$ cat src/rtl/pb_debounce_pkg.sv
// Shared types and constants for the push-button debouncer.
// Provides the FSM state type and the default/simulation qualification lengths.
package pb_debounce_pkg;

   typedef enum logic [1:0] {
      IDLE_LOW  = 2'd0,
      WAIT_HIGH = 2'd1,
      IDLE_HIGH = 2'd2,
      WAIT_LOW  = 2'd3
   } db_state_t;

   localparam int DEBOUNCE_CYCLES_DEFAULT = 500000;
   localparam int DEBOUNCE_CYCLES_SIM     = 4;

   // Timer width that never collapses to zero bits.
   function automatic int db_cnt_w(input int cycles);
      return (cycles > 1) ? $clog2(cycles) : 1;
   endfunction

endpackage

$ cat src/rtl/sync_2ff.sv
// Single-bit two-flop synchronizer for inputs asynchronous to clk.
// Ports: clk, reset (async, active-high, clears to 0), d_in (async), d_out (synchronized).
module sync_2ff (
   input  logic clk,
   input  logic reset,
   input  logic d_in,
   output logic d_out
);

   logic s1_q;
   logic s1_d;
   logic s2_q;
   logic s2_d;

   always_comb begin
      s1_d = d_in;
      s2_d = s1_q;
   end

   always_ff @(posedge clk or posedge reset) begin
      if (reset) begin
         s1_q <= 1'b0;
         s2_q <= 1'b0;
      end else begin
         s1_q <= s1_d;
         s2_q <= s2_d;
      end
   end

   assign d_out = s2_q;

endmodule

$ cat src/rtl/pb_debouncer.sv
// Push-button debouncer: synchronizer, qualification timer and 4-state FSM.
// Ports: clk, reset (async, active-high), btn_in (raw, async, bouncing),
//        btn_level (debounced level), btn_pulse / btn_release_pulse (1-cycle strobes).
module pb_debouncer
   import pb_debounce_pkg::*;
#(
   parameter int DEBOUNCE_CYCLES = DEBOUNCE_CYCLES_DEFAULT,
   parameter int CNT_W           = db_cnt_w(DEBOUNCE_CYCLES)
) (
   input  logic clk,
   input  logic reset,
   input  logic btn_in,
   output logic btn_level,
   output logic btn_pulse,
   output logic btn_release_pulse
);

   localparam logic [CNT_W-1:0] TMR_LAST = CNT_W'(DEBOUNCE_CYCLES - 1);
   localparam logic [CNT_W-1:0] TMR_ZERO = '0;
   localparam logic [CNT_W-1:0] TMR_ONE  = CNT_W'(1);

   logic      btn_s2;
   db_state_t state_q;
   db_state_t state_d;
   logic [CNT_W-1:0] timer_q;
   logic [CNT_W-1:0] timer_d;
   logic      level_q;
   logic      level_d;
   logic      pulse_q;
   logic      pulse_d;
   logic      rel_q;
   logic      rel_d;

   sync_2ff u_sync (
      .clk   (clk),
      .reset (reset),
      .d_in  (btn_in),
      .d_out (btn_s2)
   );

   always_ff @(posedge clk or posedge reset) begin
      if (reset) begin
         state_q <= IDLE_LOW;
         timer_q <= TMR_ZERO;
         level_q <= 1'b0;
         pulse_q <= 1'b0;
         rel_q   <= 1'b0;
      end else begin
         state_q <= state_d;
         timer_q <= timer_d;
         level_q <= level_d;
         pulse_q <= pulse_d;
         rel_q   <= rel_d;
      end
   end

   // Strobes default low so they last exactly one cycle.
   always_comb begin
      state_d = state_q;
      timer_d = timer_q;
      level_d = level_q;
      pulse_d = 1'b0;
      rel_d   = 1'b0;
      case (state_q)
         IDLE_LOW: begin
            if (btn_s2) begin
               state_d = WAIT_HIGH;
               timer_d = TMR_ZERO;
            end
         end
         WAIT_HIGH: begin
            if (!btn_s2) begin
               state_d = IDLE_LOW;
               timer_d = TMR_ZERO;
            end else if (timer_q == TMR_LAST) begin
               state_d = IDLE_HIGH;
               timer_d = TMR_ZERO;
               level_d = 1'b1;
               pulse_d = 1'b1;
            end else begin
               timer_d = timer_q + TMR_ONE;
            end
         end
         IDLE_HIGH: begin
            if (!btn_s2) begin
               state_d = WAIT_LOW;
               timer_d = TMR_ZERO;
            end
         end
         WAIT_LOW: begin
            if (btn_s2) begin
               state_d = IDLE_HIGH;
               timer_d = TMR_ZERO;
            end else if (timer_q == TMR_LAST) begin
               state_d = IDLE_LOW;
               timer_d = TMR_ZERO;
               level_d = 1'b0;
               rel_d   = 1'b1;
            end else begin
               timer_d = timer_q + TMR_ONE;
            end
         end
         default: begin
            state_d = IDLE_LOW;
            timer_d = TMR_ZERO;
            level_d = 1'b0;
         end
      endcase
   end

   assign btn_level         = level_q;
   assign btn_pulse         = pulse_q;
   assign btn_release_pulse = rel_q;

endmodule
$ cat config.mk
export PLATFORM = sky130hd
export DESIGN_NAME = pb_debouncer
export DESIGN_NICKNAME = d
export VERILOG_FILES = /design/src/rtl/pb_debounce_pkg.sv /design/src/rtl/sync_2ff.sv /design/src/rtl/pb_debouncer.sv
export SDC_FILE = /design/constraint.sdc
export NUM_CORES = 1
export LEC_CHECK = 0
export ABC_AREA = 0
export CAP_MARGIN = 20
export CORE_UTILIZATION = 45
export DETAILED_ROUTE_END_ITERATION = 10
export PLACE_DENSITY = 0.68
export REMOVE_ABC_BUFFERS = 1
export SYNTH_ARGS = -nofsm -noshare
export SYNTH_HDL_FRONTEND = slang
export SYNTH_SLANG_ARGS = --single-unit
$ cat constraint.sdc
create_clock -name clk -period 2.5 [get_ports clk]
set_input_delay 0.375 -clock clk [delete_from_list [all_inputs] [get_ports clk]]
set_output_delay 0.375 -clock clk [all_outputs]
set_load 0.01 [all_outputs]
Word level (Yosys, flattened, before mapping) --
Index checks and enable logic that the tools add are counted.
Operators by class: $add $sub $neg 1, eq/ne operators 12, muxes and demuxes 23, reductions and logical operators 5
Operator list (count):
- 2-to-1 mux 19 bit | 5
- case mux 19 bit (4 select lines) | 1
- adder 19 x 1 -> 19 bit, second input constant | 1
- == test 19 bit, second input constant | 1
- 2-to-1 mux 2 bit | 6
- 2-to-1 mux 1 bit | 9
- inequality test 2 bit, second input constant | 4
- case mux 2 bit (4 select lines) | 1
- AND reduction 5 bit | 1
- == test 2 bit, second input constant | 2
- inequality test 2 x 1 -> 1 bit, second input constant | 2
- AND reduction 4 bit | 1
- inequality test 3 x 2 -> 1 bit, second input constant | 1
- inequality test 3 bit, second input constant | 1
- == test 2 x 1 -> 1 bit, second input constant | 1
- zero test 2 bit | 1
- case mux 1 bit (2 select lines) | 1
- AND reduction 2 bit | 1
- nonzero test 2 bit | 1
Word-level totals: bits in registers 26, bits of input ports 3, logic and storage cells 48

Longest topological paths before layout --
word-level depth 4, gate-level depth with buffers 7

Hierarchy --
From an unflattened synthesis, not the netlist that was laid out.
Second synthesis, totals: cells, all modules 142, area, all modules 1355.0 um2
By module, submodules not included:
- pb_debouncer | instances 1, cells an instance 139, area an instance 1301.2 um2, sequential area each 600.6 um2
- sync_2ff | instances 1, cells an instance 3, area an instance 53.8 um2, sequential area each 50.0 um2

Worst setup path after synthesis --
OpenSTA, ideal clock, no wires.
path type register to register, start point register timer_q[0], end point register with a tool-made name, library setup time 0.128 ns, arrival 1.637 ns, data required time 2.372 ns, setup slack 0.735 ns, cell stages (with the launch flop) 7, path buffers 0, cell sequence dfrtp_1 > ha_1 > and4_1 > and4_4 > a21o_4 > nand2_1 > mux2_1
RTL lines:
- start: declaration | line pb_debouncer.sv:25 | logic [CNT_W-1:0] timer_q;
- start signal: assignment | line pb_debouncer.sv:50 | timer_q <= timer_d;

Worst setup path after layout --
start point register timer_q[0], end point register timer_q[16]
Between the ends: word-level cells in the longest chain between the ends 4
Ends and longest elaborated chain:
- adder 19 x 1 -> 19 bit or == test 19 bit (tied branches)
- 2-to-1 mux 19 bit * | line pb_debouncer.sv:75, pb_debouncer.sv:94
- 2-to-1 mux 19 bit, on equally long branches | line pb_debouncer.sv:91, pb_debouncer.sv:72
- case mux 19 bit (4 select lines) * | line pb_debouncer.sv:64 | case (state_q)
Every way passes the cells marked *; elsewhere a longest branch is shown, timed or not. A chain may end at the register's enable or synchronous reset.

==> flow_summary.yaml <==
grt:
  grt_max_degree: 27
  grt_overflow: 0
  antenna_found_initial: 0
  first_global_vias: 919
  grt_pass1_wl_um: 4150
  track_usage_pct: 16.7
sta:
  period_minus_slack_ns: 2.11
  slew_headroom_pct: 49.2
  fin_setup_tns_ns: 0
  finClkSkew_ns: 0.00559
  rsz0062_at_grt: "no"
  worst_slew_pin_slew_ns: 0.759
  hold_violations: 0
  finalSetupViolCount: 0
  finalCritPeriodShare_pct: 84.4
  timing.fmax_ghz: 0.474
  report.final.slew_viol_count: 0
detailed_routing:
  num_vias: 1028
  wirelength_um: 2430
  viasPerCell: 5.94
  drc_errors: 0
  drt_iter0_markers: 43
  drtAntennaViolNets: 0
  drtPass1Iterations: 4
  detail_route.wl_per_cell_um: 14.1
yosys:
  synth_top_area_share_pct: 48.1
  ys_seq_area_share_pct: 48.1
  ys_top_cells_by_area: "dfrtp_1 (48%), a31oi_1 (5.1%), nand3_1 (4.4%), nand2_1 (4.4%), a21oi_1 (2.6%)"
  synth-main-ff-cell: "dfrtp_1"
  ys_types: 39
  yosysTopAreaCell: "dfrtp_1"
  synth_area_mm2: 0.00135
  synthCells: 139
  yosysWarningCount: 0
  synth_area_per_cell_um2: 9.73
  ys_ff_latch: 26
  async_flop_share_pct: 100
  synth-edff-count: 0
power:
  p_leak_nw: 0.643
  ir_worst_vdd_v: 0.000457
  cellPowerDensity_mw_per_mm2: 784
critical_path:
  cp_data_required_time_ns: 2.74
  max_stage_delay_ns: 0.49
  arrival_ns: 2.35
  crit_chain: "ha_1 -> and4_1 -> and4_4 -> a21oi_4 -> a41oi_1 -> a31oi_1"
  cp-start-kind: "flop"
  crit_fanout: 25
  cp-end-kind: "flop"
  crit_type: "flop to flop"
  cp_slowest_cell: "a21oi_4"
clock_tree:
  ctsHoldBuffers: 0
  insertion_delay_ns: 0.31
  cts_tree: "built"
  cts.repair.resized: 0
  numCtsBuffers: 3
  cts.sinks: 26
  cts_buffer_depth: 2
  cts-root-buf: "clkbuf_4"
  clkTransAtPathRegs_ns: 0.14
  postCtsSetupRepairBufs: 0
  htree_levels: 1
place:
  routabilityCongestion: 0.879
  hpwlAfterDp_um: 1700
  dpl.cell_count: 169
  numPortBuffers: 5
layout:
  area_growth_pct: 7.68
  drive_above_1_share_pct: 9.15
  num-fill-cells: 251
  diodes: 0
  final_nets: 147
  fin_cells: 173
die:
  dieWidth_um: 56.8
  die_h_um: 56.8
  start_util_pct: 48.2
  core_area_mm2: 0.00281
  dieArea_mm2: 0.00323
  io_pins: 6
  rows: 19
hold_path:
  hold_path_class: "flop to flop"
flow_run:
  drv_cap: 0
outcome:
  status: "finished clean"
## cells in the final DEF (no fill, tap or decap), drive strengths merged
cell type and n:
or3 1, ha 1, inv 4, a2bb2oi 1
nand2b 1, a21o 5, nor3 3, mux2 1
a21oi 8, nand4 2, mux2i 2, a41oi 2
nand3 12, and4bb 1, nand2 17, nor2 7
clkbuf 3, a31oi 11, or2 1, dfrtp 26
and2 1, and4 4, bufinv 1, clkdlybuf4s50 5
xor2 3, nor4b 1, and3 4, a22o 3
o31ai 1, nor3b 1, o21ai 8, buf 1
## logic make-up after synthesis
logic type | Yosys count | synth area share [%]
AND/OR/NAND/NOR | 56 | 22.0
AO/OA/AOI/OAI | 39 | 19.7
flip-flops | 26 | 48.1
buffers and inverters | 11 | 4.44
XOR/XNOR | 3 | 2.50
multiplexers | 3 | 2.31
adder cells (fa/ha/maj) | 1 | 0.925
## final cells by class
| type | count | area (µm²) | share of cell area, % |
|---|---|---|---|
| Multi-Input combinational cell | 102 | 642 | 44.1 |
| Timing Repair Buffer | 6 | 57.6 | 3.95 |
| Clock buffer | 3 | 22.5 | 1.55 |
| Clock inverter | 1 | 30.0 | 2.06 |
| Sequential cell | 26 | 651 | 44.7 |
| Inverter | 4 | 15.0 | 1.03 |
| Tap cell | 31 | 38.8 | 2.66 |
## worst max-delay path: cells and delay by family (launching register included)
kind	cells	cell delay, ns
compound gates	3	0.86
flops	1	0.45
fa+ha+maj	1	0.25
simple gates	2	0.48
## registers in the layout, indices dropped and copies added, names as in the netlist, named ones only
name               cells
btn_pulse              1
timer_q               19
u_sync.d_out           1
btn_release_pulse      1
u_sync.s1_q            1
state_q                1
btn_level              1
## layer usage
metal	vias to the layer above	track usage, %	wire length, µm
met5	-	0	0
met4	0	6.97	42
met3	6	3.23	60
met2	15	25.0	1060
met1	489	23.6	1270
li1	518	-	-
## report_power, final
group	internal, W	switching, W
sequential	0.000455	0.0000494
clock	0.000162	0.000119
combinational	0.000127	0.000229
## path summary, 6_finish.rpt
kind                                end  slack (ns)        start  cells after the start
setup / recovery            timer_q[16]        0.39   timer_q[0]                      6
hold / removal             u_sync.d_out        0.37  u_sync.s1_q                      0
hold reg to reg            u_sync.d_out        0.37  u_sync.s1_q                      0
setup reg to reg            timer_q[16]        0.39   timer_q[0]                      6
min in group asynchronous    timer_q[8]        0.38        reset                      3
max in group asynchronous   timer_q[18]        1.86        reset                      3
## metrics by stage
step | util, % | total power [W] | hold slack [ns] | setup WS (ns) | instance area, µm²
floorplan | - | 0.000777 | 0.331 | 0.665 | 1310
global placement | 50.0 | 0.000851 | 0.338 | 0.519 | 1400
detailed placement | 50.0 | 0.000867 | 0.342 | 0.443 | 1400
CTS | 51.9 | 0.00115 | 0.375 | 0.402 | 1460
global route | 51.9 | 0.00121 | 0.386 | 0.177 | 1460
finish | 51.9 | 0.00114 | 0.370 | 0.391 | 1460
## cell usage after synthesis (all sizes together), types with 4 or more instances
master / count
a31oi: 11
buf: 5
nor2: 7
inv: 4
dfrtp: 26
o21ai: 8
a21oi: 8
a21o: 5
and3: 4
nand2: 17
and4: 4
nand3: 12
No activity file was read; power rests on OpenSTA's default activity.
